$ cat src/rtl/fetch_stage.sv
// Instruction-fetch stage with IF/ID pipeline register for the pipelined MIPS core.
// Owns the PC, issues icache reads, and freezes fetch once a HALT word is latched.
module fetch_stage #(
  parameter logic [31:0] PC_INIT = 32'h0000_0000,
  parameter logic [5:0]  HALT_OP = 6'h3F
) (
  input  logic        CLK,
  input  logic        RST,
  input  logic        ihit,
  input  logic [31:0] imemload,
  output logic        imemREN,
  output logic [31:0] imemaddr,
  input  logic        stall,
  input  logic        redirect,
  input  logic [31:0] redirect_pc,
  output logic [31:0] instr_out,
  output logic [31:0] npc_out,
  output logic        valid_out
);

  typedef enum logic [0:0] {
    RUN    = 1'b0,
    HALTED = 1'b1
  } state_t;

  state_t      state_r;
  state_t      state_s;
  logic [31:0] pc_r;
  logic [31:0] pc_s;
  logic [31:0] pc_plus4_s;
  logic [31:0] target_s;
  logic [31:0] instr_s;
  logic [31:0] npc_s;
  logic        valid_s;

  function automatic logic is_halt(input logic [31:0] word);
    return (word[31:26] == HALT_OP);
  endfunction

  assign pc_plus4_s = pc_r + 32'd4;
  assign target_s   = redirect_pc & 32'hFFFF_FFFC;
  assign imemaddr   = pc_r;
  assign imemREN    = (state_r == RUN);

  // Next-state and IF/ID next values; redirect outranks stall, stall outranks ihit.
  always_comb begin
    state_s = state_r;
    pc_s    = pc_r;
    instr_s = instr_out;
    npc_s   = npc_out;
    valid_s = valid_out;
    case (state_r)
      RUN: begin
        if (redirect) begin
          pc_s    = target_s;
          instr_s = 32'h0000_0000;
          valid_s = 1'b0;
        end else if (stall) begin
          valid_s = valid_out;
        end else if (!ihit) begin
          valid_s = 1'b0;
        end else begin
          instr_s = imemload;
          npc_s   = pc_plus4_s;
          valid_s = 1'b1;
          // A fetched HALT keeps the PC on itself so a redirect can squash it cleanly.
          if (is_halt(imemload)) begin
            state_s = HALTED;
          end else begin
            pc_s = pc_plus4_s;
          end
        end
      end
      HALTED: begin
        if (redirect) begin
          pc_s    = target_s;
          instr_s = 32'h0000_0000;
          valid_s = 1'b0;
          state_s = RUN;
        end else if (stall) begin
          valid_s = valid_out;
        end else begin
          instr_s = 32'h0000_0000;
          valid_s = 1'b0;
        end
      end
      default: begin
        state_s = RUN;
      end
    endcase
  end

  // PC, state and IF/ID register.
  always_ff @(posedge CLK or posedge RST) begin
    if (RST) begin
      state_r   <= RUN;
      pc_r      <= PC_INIT;
      instr_out <= 32'h0000_0000;
      npc_out   <= 32'h0000_0000;
      valid_out <= 1'b0;
    end else begin
      state_r   <= state_s;
      pc_r      <= pc_s;
      instr_out <= instr_s;
      npc_out   <= npc_s;
      valid_out <= valid_s;
    end
  end

endmodule

$ cat config.mk
export PLATFORM = sky130hd
export DESIGN_NAME = fetch_stage
export DESIGN_NICKNAME = d
export VERILOG_FILES = /design/src/rtl/fetch_stage.sv
export SDC_FILE = /design/constraint.sdc
export NUM_CORES = 1
export LEC_CHECK = 0
export ABC_AREA = 1
export CAP_MARGIN = 25
export CORE_ASPECT_RATIO = 0.8
export CORE_MARGIN = 1.5
export CORE_UTILIZATION = 25
export CTS_BUF_LIST = sky130_fd_sc_hd__clkbuf_16
export CTS_CLUSTER_DIAMETER = 200
export DETAILED_ROUTE_END_ITERATION = 6
export SLEW_MARGIN = 10
export SYNTH_ARGS = -nofsm -noshare
export SYNTH_HDL_FRONTEND = slang
export SYNTH_SLANG_ARGS = --single-unit
$ cat constraint.sdc
create_clock -name CLK -period 4.9 [get_ports CLK]
set_input_delay 0.98 -clock CLK [delete_from_list [all_inputs] [get_ports CLK]]
set_output_delay 0.98 -clock CLK [all_outputs]
set_load 0.01 [all_outputs]
-- Yosys cells after proc, flatten, opt, wreduce, memory -nomap -nowiden
Cells that the tools add are included.
- output and inout bits: 98
- register bits: 98
- logic and storage cells: 43
- input port bits: 69
- add/subtract/negate cells: 1
- bitwise gates (word level): 3
- reductions and logical operators: 4
- multiplexer cells: 24
- eq/ne operators: 6
- operators by type and width (operator ; number):
    two-way mux 32 bit ; 10
    case mux 32 bit (2 select lines) ; 2
    adder 32 x 3 -> 32 bit (second input constant) ; 1
    two-way mux 1 bit ; 10
    AND reduction 4 bit ; 2
    == test 6 bit (second input constant) ; 1
    != test 3 x 2 -> 1 bit (second input constant) ; 2
    != test 3 bit (second input constant) ; 2
    case mux 1 bit (2 select lines) ; 2
    NOT 1 bit ; 3
    AND reduction 3 bit ; 1
    != test 2 bit (second input constant) ; 1
    AND reduction 2 bit ; 1

-- Logic depth before layout (Yosys ltp)
Gate-level depths: netlist (run 1).
- word-level depth: 6
- mapped depth: 10
- depth with buffers taken out: 10

-- Worst setup path after synthesis (run 1)
No wires, ideal clock.
- path type: input to register
- start point: input imemload[26]
- end point: register pc_r[18] (netlist: imemaddr[18])
- cell stages on the path: 8
- buffers on the path: 1
- setup time: 116 ps
- data arrival time: 1809 ps
- slack: 2975 ps
- required time: 4784 ps
- cells stage by stage: nand2_1 > nor2_1 > nand3_2 > a21oi_4 > buf_2 > nor2_1 > nand2_1 > nand2_1
- longest elaborated chain between the ends: 3
- ends and longest elaborated chain (what ; RTL line ; RTL):
    start: declaration ; 10 ; input logic [31:0] imemload,
    == test 6 bit ; 37 ; return (word[31:26] == HALT_OP);
    != test 3 bit (no line) ; -- ;
    AND reduction 4 bit (no line) ; -- ;
    end signal: assignment ; 103 ; pc_r <= pc_s;
    end: declaration ; 28 ; logic [31:0] pc_r;
Every way passes these cells.
A chain may end at the register's enable or synchronous reset.

-- Worst setup path in the final report (run 1)
- start point: input redirect
- end point: register instr_out[19]
- longest elaborated chain between the ends: 2
- elaborated cells between the ends (all ways): 7
- classes of those cells: eq/ne: 3; mux: 3; reduce/logical: 1
- ends and longest elaborated chain (what ; RTL line ; RTL):
    start: declaration ; 14 ; input logic redirect,
    != test 3 bit (no line), or another cell as far along ; -- ;
    AND reduction 3 bit (no line) or case mux 32 bit (2 select lines) (tied branches) ; -- ;
    end signal: assignment ; 104 ; instr_out <= instr_s;
    end: declaration ; 16 ; output logic [31:0] instr_out,
Several ways; a longest one is shown, not always the timed one.

==> impl_metrics.tcl, run 1 <==
set metrics [dict create \
    holdWs_ns 0.482 \
    cellLeakagePower_nw 3.13 \
    startpoint "redirect" \
    cts_sinks 94 \
    max_slew_margin 0.391 \
    dpl_cell_area_um2 6690 \
    setup.worst_path.class "in2reg" \
    dr.pass1.iters 5 \
    mostFrequentLayoutCell "nand2_1" \
    setup_viol 0 \
    synth_area_leaders "dfrtp_1, nand2_1, nor2_1, nand3_1, o21ai_0" \
    synth-seq-area-share 0.475 \
    irDropWorstVdd_mv 0.146 \
    max_cap_violations 0 \
    grt_overflow 0 \
    fin_setup_tns_ns 0 \
    grt_usage 0.159 \
    cts_max_path_buffers 2 \
    arrival_ns 3.29 \
    path_delay_family "buffers and inverters" \
    critPathBufInv 5 \
    power-per-cell-area_nw_per_um2 339 \
    rsz0062_at_grt "no" \
    wirelength_mm 16.1 \
    status "finished, final reports clean" \
    core_area_um2 19200 \
    path_cells "clkdlybuf4s50_1, inv_2, nand2_1, buf_4, inv_2, buf_4, nand3_1, nand2_1" \
    clkLatencyLatePin_ns 0.35 \
    netlist_area_um2 4950 \
    antenna_found_initial 0 \
    cts.clk_slew.worst_paths_ns 0.07 \
    netlist.area_leader.share 0.475 \
    nets 860 \
    grt_first_pass_wirelength_mm 25.4 \
    worst_setup_path_end_kind "flop" \
    hp-start "npc_out[30]" \
    vias 4736 \
    drt-vias-per-instance 4.50 \
    utilization 0.367 \
    finClkSkew_ns 0.0109 \
    synth_top_area_cell "dfrtp_1" \
    ys_types 36 \
    io_buffers 160 \
    stdcell_count 1053 \
    drt-initial-drc-count 346 \
    r2r_setup_slack_ns 2.69 \
    fp.dieArea_um2 20700 \
    drive_gt1_frac 0.0629 \
    max_freq_ghz 0.333 \
    ys_ff_latch 94 \
    hold_buffers 0 \
    grt_pass1_vias 4506 \
    finalCriticalPeriod_ns 3.00 \
    timing.final.crit_share 0.612 \
    layout_common_cells "nand2_1, clkdlybuf4s50_1, dfrtp_1, nor2_1, nand3_1" \
    hold_path.class "reg2reg" \
    yosysWarnings 0 \
    wl_per_cell_um 15.3 \
    ios 167 \
    die_y_um 129 \
    grt_start_max_net_pins 75 \
    cts_root_buf "clkbuf_16" \
    max_stage_delay_ns 0.69 \
    post-cts-setup-buffers 0 \
    synthCells 643 \
    cts_tree "done" \
    cts_resized 0 \
    cp-start-kind "input pin" \
    dp_hpwl_mm 11.6 \
    placementRows 45 \
    syn2layout_area_growth_pct 42.2 \
    n_antenna_cell 0 \
    place_congestion 0.803 \
    cp.required_ns 5.19 \
    dieWidth_um 160 \
    initial_core_util 0.258 \
    slew_viol_final 0 \
    worst_slew_pin_slew_ns 0.913 \
    numCtsBuffers 9 \
    worstPathMaxFanout 50 \
    drc 0 \
    crit_slowest_cell "inv_2" \
    design_area_um2 7040 \
    dp_cells 1035 \
    postRouteAntennaNets 0 \
    worstReg2RegStart "state_r" \
    htree_levels 3 \
    hold_viol_final 0 \
    avgSynthCellArea_um2 7.70 \
]
through the flow:
stage | total power [mW] | setup WS (ns)
6_report | 2.38 | 1.90
5_1_grt | 2.51 | 1.65
4_1_cts | 2.41 | 1.84
3_5_place_dp | 1.67 | 1.47
3_3_place_gp | 1.66 | 1.51
2_1_floorplan | 1.29 | 1.47
worst min-delay path, delay by kind of cell, from the launching register on:
kind             cells  cell delay (ns)
flip-flops           1             0.34
AND/OR/NAND/NOR      2             0.11
cell usage after synthesis:
| cell type | count |
|---|---|
| xnor2_1 | 4 |
| nand3_2 | 2 |
| a31oi_1 | 14 |
| inv_1 | 27 |
| o22ai_1 | 2 |
| nand3b_1 | 5 |
| nand4_1 | 2 |
| nand2_4 | 2 |
| and2_1 | 1 |
| nor2_4 | 2 |
| clkbuf_2 | 3 |
| nor2_8 | 3 |
| dfrtp_1 | 94 |
| o21ai_1 | 10 |
| o21a_1 | 1 |
| o31ai_1 | 1 |
| nor2_1 | 93 |
| buf_6 | 9 |
| o21bai_1 | 2 |
| a22oi_1 | 2 |
| buf_4 | 7 |
| buf_2 | 8 |
| nand3_1 | 57 |
| a21oi_4 | 1 |
| clkbuf_1 | 6 |
| a21oi_1 | 18 |
| a31oi_2 | 1 |
| ha_1 | 1 |
| clkinv_2 | 1 |
| nand2_2 | 4 |
| nand2_1 | 199 |
| conb_1 | 1 |
| nor2_2 | 7 |
| inv_2 | 4 |
| or2_0 | 1 |
| o21ai_0 | 48 |
path summary, 6_finish.rpt:
check,endpoint,cells past startpoint
worst max-delay path,instr_out[19],8
worst min-delay path,npc_out[30],2
worst max register to register,instr_out[19],7
worst min register to register,npc_out[30],2
max in group asynchronous,imemaddr[22],3
min in group asynchronous,instr_out[7],2
routing by layer:
metal | GRT usage | vias up | routed length [um]
met5 | 0 | - | 0
met4 | 0.0418 | 0 | 168
met3 | 0.0406 | 13 | 954
met2 | 0.243 | 138 | 7170
met1 | 0.223 | 2215 | 7770
li1 | - | 2370 | -
power breakdown:
group	internal [mW]	switching, mW
clock network	0.398	0.332
registers	0.888	0.106
logic	0.338	0.321
total	1.62	0.760
registers in the layout, summed over array words and instances, names as in the netlist:
register and cells:
instr_out 32, npc_out 30, state_r 1, valid_out 1, imemaddr 30
kinds of logic (layout without fill, tap and decap cells):
logic type                 after synthesis  in the layout  share of synthesized area
xor gates and xnor gates                 4              4                    0.00708
AOI/OAI and AO/OA                      100            100                      0.112
other                                    1              4                   0.000758
adders and majority gates                1              1                    0.00253
and+or+nand+nor                        378            378                      0.331
DFF                                     94             94                      0.475
buffers and inverters                   65            214                     0.0713
final cells by class:
class / instances / area, um2
clock buffers: 9 / 225
clock inverters: 7 / 72.6
fillers: 1978 / 12200
inverters: 32 / 124
multi-input cells: 487 / 2250
flip-flops and latches: 94 / 2350
well taps: 258 / 323
repair buffers: 166 / 1690
Note: power is estimated with default switching activity, not from simulation.
==> run 2: changes to the inputs <==
clock period = 3 ns   (was 4.9 ns; I/O delays follow)
==> run 2 against run 1 <==
Via count is 1.0% lower. Sequential cell count stayed put. Critical path depth is 1 lower. Largest power group unchanged. Highest routed layer unchanged.
==> impl_metrics.tcl, run 2 (same netlist as run 1, synthesis figures left out) <==
set metrics [dict create \
    pwr-share-clk 0.296 \
    dr.pass1.iters 4 \
    cts_sinks 94 \
    setup.worst_path.class "in2reg" \
    max_freq_ghz 0.461 \
    multi_input_area_um2 2250 \
    cts.clk_slew.worst_paths_ns 0.07 \
    hold_path.class "reg2reg" \
    die_y_um 129 \
    cts_resized 0 \
    hold_viol_final 0 \
    initial_core_util 0.258 \
    ios 167 \
    stdcell_count 1058 \
    whs_endpoint "valid_out" \
    clkLatencyLatePin_ns 0.35 \
    cts_root_buf "clkbuf_16" \
    r2r_end "imemaddr[18]" \
    largest_reg_flops 32 \
    numCtsBuffers 9 \
    io_buffers 160 \
    max_slew_margin 0.595 \
    drt-vias-per-instance 4.43 \
    p_comb_frac 0.281 \
    dp_cells 1042 \
    regArea_um2 2350 \
    grt_start_max_net_pins 95 \
    core_area_um2 19200 \
    cts_tree "done" \
    grt_pass1_vias 4515 \
    total_power_mw 3.85 \
    fp.dieArea_um2 20700 \
    n_antenna_cell 0 \
    worstPathMaxFanout 32 \
    placementRows 45 \
    slew_viol_final 0 \
    place_congestion 0.831 \
    filler_cell_count 2000 \
    worst_setup_path_end_kind "flop" \
    drive_gt1_frac 0.0663 \
    hold_buffers 0 \
    net-switching-power_mw 1.21 \
    drc 0 \
    layout_common_cells "nand2_1, clkdlybuf4s50_1, dfrtp_1, nor2_1, nand3_1" \
    sequentialPowerShare 0.423 \
    setup_viol 0 \
    max_cap_violations 0 \
    htree_levels 3 \
    r2r_setup_slack_ns 1.14 \
    power.internal_mw 2.64 \
    finalCriticalPeriod_ns 2.17 \
    wl_per_cell_um 15.2 \
    top_register "instr_out" \
    finClkSkew_ns 0.00596 \
    cts_max_path_buffers 2 \
    rsz0062_at_grt "no" \
    wirelength_mm 16.0 \
    fin_setup_tns_ns 0 \
    hold-path-cell-count 2 \
    grt_first_pass_wirelength_mm 25.3 \
    syn2layout_area_growth_pct 42.4 \
    worst_slew_pin_slew_ns 0.607 \
    worstRegToRegCells 9 \
    timing.final.crit_share 0.723 \
    status "finished, final reports clean" \
    mostFrequentLayoutCell "nand2_1" \
    power-per-cell-area_nw_per_um2 546 \
    p_sw_frac 0.314 \
    grt_usage 0.159 \
    post-cts-setup-buffers 0 \
    cp-start-kind "input pin" \
    vias 4688 \
    cp.required_ns 3.29 \
    grt_overflow 0 \
    arrival_ns 2.46 \
    dp_hpwl_mm 11.7 \
    worstReg2RegStart "imemaddr[2]" \
    drt-initial-drc-count 326 \
    antenna_found_initial 0 \
    cellLeakagePower_nw 3.15 \
    nets 865 \
    hp-start "valid_out" \
    postRouteAntennaNets 0 \
    irDropWorstVdd_mv 0.287 \
    dieWidth_um 160 \
]
run 2: cell type report:
cell class	instances	area share
Sequential cell	94	0.334
Multi-Input combinational cell	487	0.320
Timing Repair Buffer	171	0.243
Tap cell	258	0.0458
Clock buffer	9	0.0320
Inverter	32	0.0178
Clock inverter	7	0.00799
run 2: worst max path at each step:
| stage | start | to | slack [ns] | cells after the start |
|---|---|---|---|---|
| 2_1_floorplan | RST | imemaddr[10] | 1.29 | 1 |
| 3_3_place_gp | redirect | instr_out[20] | 0.47 | 7 |
| 3_5_place_dp | redirect | instr_out[11] | 0.45 | 7 |
| 4_1_cts | redirect | instr_out[23] | 0.83 | 7 |
| 5_1_grt | redirect | instr_out[23] | 0.69 | 7 |
| 6_report | redirect | instr_out[23] | 0.83 | 7 |
run 2: critical path, cell delays in order:
cell and delay, ns:
clkdlybuf4s50_1 0.50, inv_2 0.17, nand2_1 0.18, inv_2 0.34, buf_4 0.42, nand3_1 0.15
nand2_1 0.09
run 2: layer usage:
layer | GRT usage | vias up | wire, um
met1 | 0.220 | 2191 | 7950
li1 | - | 2378 | -
met5 | 0 | - | 0
met2 | 0.243 | 108 | 7050
met4 | 0.0368 | 0 | 172
met3 | 0.0471 | 11 | 866
run 2: stage by stage:
stage | util | instance area [um2] | hold slack, ns | setup slack (ns)
floorplan | - | 4960 | 0.515 | 1.29
global placement | 0.352 | 6760 | 0.465 | 0.466
detailed placement | 0.352 | 6760 | 0.464 | 0.450
CTS | 0.367 | 7050 | 0.485 | 0.827
global route | 0.367 | 7050 | 0.512 | 0.688
finish | 0.367 | 7050 | 0.484 | 0.831
run 2: power by group through the flow:
stage | registers, mW | logic (mW) | clock network [mW]
3_5_place_dp | 1.65 | 1.09 | 0
3_3_place_gp | 1.64 | 1.08 | 0
6_report | 1.63 | 1.08 | 1.14
5_1_grt | 1.65 | 1.19 | 1.22
2_1_floorplan | 1.69 | 0.417 | 0
4_1_cts | 1.63 | 1.10 | 1.18
==> run 3: changes to the inputs <==
clock period = 2.2 ns   (was 3 ns; I/O delays follow)
==> run 3 against run 2 <==
Worst hold slack worse by 0.15 ns. Sequential power up 36%. Setup slack got worse by 0.54 ns. Critical endpoint is now imemaddr[9]. Largest power group unchanged.
==> impl_metrics.tcl, run 3 (same netlist as run 1, synthesis figures left out) <==
set metrics [dict create \
    max_cap_violations 0 \
    cellLeakagePower_nw 3.20 \
    cts.clk_slew.worst_paths_ns 0.07 \
    grt_util_met3 0.0374 \
    initial_core_util 0.258 \
    dieWidth_um 160 \
    post-cts-setup-buffers 0 \
    fin_setup_tns_ns 0 \
    irDropWorstVdd_mv 0.381 \
    ios 167 \
    slew_viol_final 0 \
    finalCriticalPeriod_ns 1.91 \
    placementRows 45 \
    cts_max_path_buffers 2 \
    rsz0062_at_grt "no" \
    clkLatencyLatePin_ns 0.35 \
    vias 4680 \
    core_area_um2 19200 \
    met1_usage 0.223 \
    path_cells "clkdlybuf4s50_1" \
    dp_cells 1050 \
    hold_buffers 0 \
    layout_common_cells "nand2_1, clkdlybuf4s50_1, dfrtp_1, nor2_1, nand3_1" \
    timing.final.crit_share 0.867 \
    max_stage_delay_ns 0.63 \
    cts_tree "done" \
    n_antenna_cell 0 \
    grt_pass1_vias 4558 \
    arrival_ns 1.47 \
    status "finished, final reports clean" \
    setup_viol 0 \
    cp-start-kind "flop" \
    grt_overflow 0 \
    dr.pass1.iters 4 \
    htree_levels 3 \
    mostFrequentLayoutCell "nand2_1" \
    drt-vias-per-instance 4.39 \
    wl_per_cell_um 14.8 \
    drive_gt1_frac 0.0780 \
    stdcell_count 1066 \
    busiest_layer "met2" \
    dp_hpwl_mm 11.8 \
    grt_usage 0.157 \
    fp.dieArea_um2 20700 \
    syn2layout_area_growth_pct 45.0 \
    largest_reg_flops 32 \
    postRouteAntennaNets 0 \
    wirelength_mm 15.8 \
    nets 873 \
    critPathBufInv 1 \
    max_freq_ghz 0.524 \
    power-per-cell-area_nw_per_um2 753 \
    finClkSkew_ns 0.00436 \
    cts_sinks 94 \
    hold_viol_final 0 \
    grt_start_max_net_pins 57 \
    cp.required_ns 1.76 \
    io_buffers 160 \
    antenna_found_initial 0 \
    top_register "instr_out" \
    holdWs_ns 0.333 \
    path_delay_family "buffers and inverters" \
    worst_setup_path_end_kind "output port" \
    drc 0 \
    grt_first_pass_wirelength_mm 25.2 \
    setup.worst_path.class "reg2out" \
    place_congestion 0.801 \
    crit_slowest_cell "clkdlybuf4s50_1" \
    die_y_um 129 \
    cts_resized 0 \
    drt-initial-drc-count 248 \
    use_met2 0.236 \
    numCtsBuffers 9 \
    cts_root_buf "clkbuf_16" \
    hold_path.class "in2async" \
    worstPathMaxFanout 5 \
    filler_cell_count 1962 \
]
run 3: changes by cell type in the layout (fill, tap and decap cells not counted), sizes merged:
cell      change
buf           +8
clkinv        -2
clkinvlp      +2
bufinv        +1
inv           -1
run 3: layout make-up:
type | instances | area [um2] | share of cell area
inverters | 32 | 125 | 0.0174
flip-flops and latches | 94 | 2350 | 0.328
clock buffers | 9 | 225 | 0.0314
multi-input cells | 487 | 2250 | 0.314
clock inverters | 7 | 88.8 | 0.0124
repair buffers | 179 | 1810 | 0.252
well taps | 258 | 323 | 0.0450
run 3: worst paths after layout:
kind	from	to	slack (ns)	depth (start not counted)
setup reg to reg	imemaddr[2]	imemaddr[18]	0.37	9
hold reg to reg	npc_out[8]	npc_out[8]	0.48	2
setup / recovery	imemaddr[9]	imemaddr[9]	0.29	1
max in group asynchronous	RST	instr_out[4]	1.35	3
hold / removal	RST	npc_out[2]	0.33	2
min in group CLK	npc_out[8]	npc_out[8]	0.48	2
run 3: worst register-to-register path, delay by kind of cell (launching register included):
family        cells  cell delay (ns)
simple gates      7             0.87
flops             1             0.42
xor+xnor          1             0.24
fa+ha+maj         1             0.19
run 3: per-stage QoR:
step                total power, mW   util  cell area (um2)  setup slack, ns
CTS                            5.47  0.374             7180            0.274
floorplan                      2.88      -             4960            0.654
global placement               3.74  0.357             6860           0.0546
finish                         5.40  0.374             7180            0.292
detailed placement             3.76  0.357             6860           0.0403
global route                   5.69  0.374             7180            0.193
run 3: power by group:
group / switching [mW] / total (mW) / internal (mW)
Sequential: 0.242 / 2.22 / 1.98
Combinational: 0.716 / 1.49 / 0.775
Clock: 0.703 / 1.69 / 0.989
Total: 1.66 / 5.40 / 3.74
run 3: per-layer routing:
metal / up-vias / wire length, um
li1: 2405 / -
met1: 2151 / 7790
met2: 112 / 6890
met3: 12 / 868
met4: 0 / 214
met5: - / 0
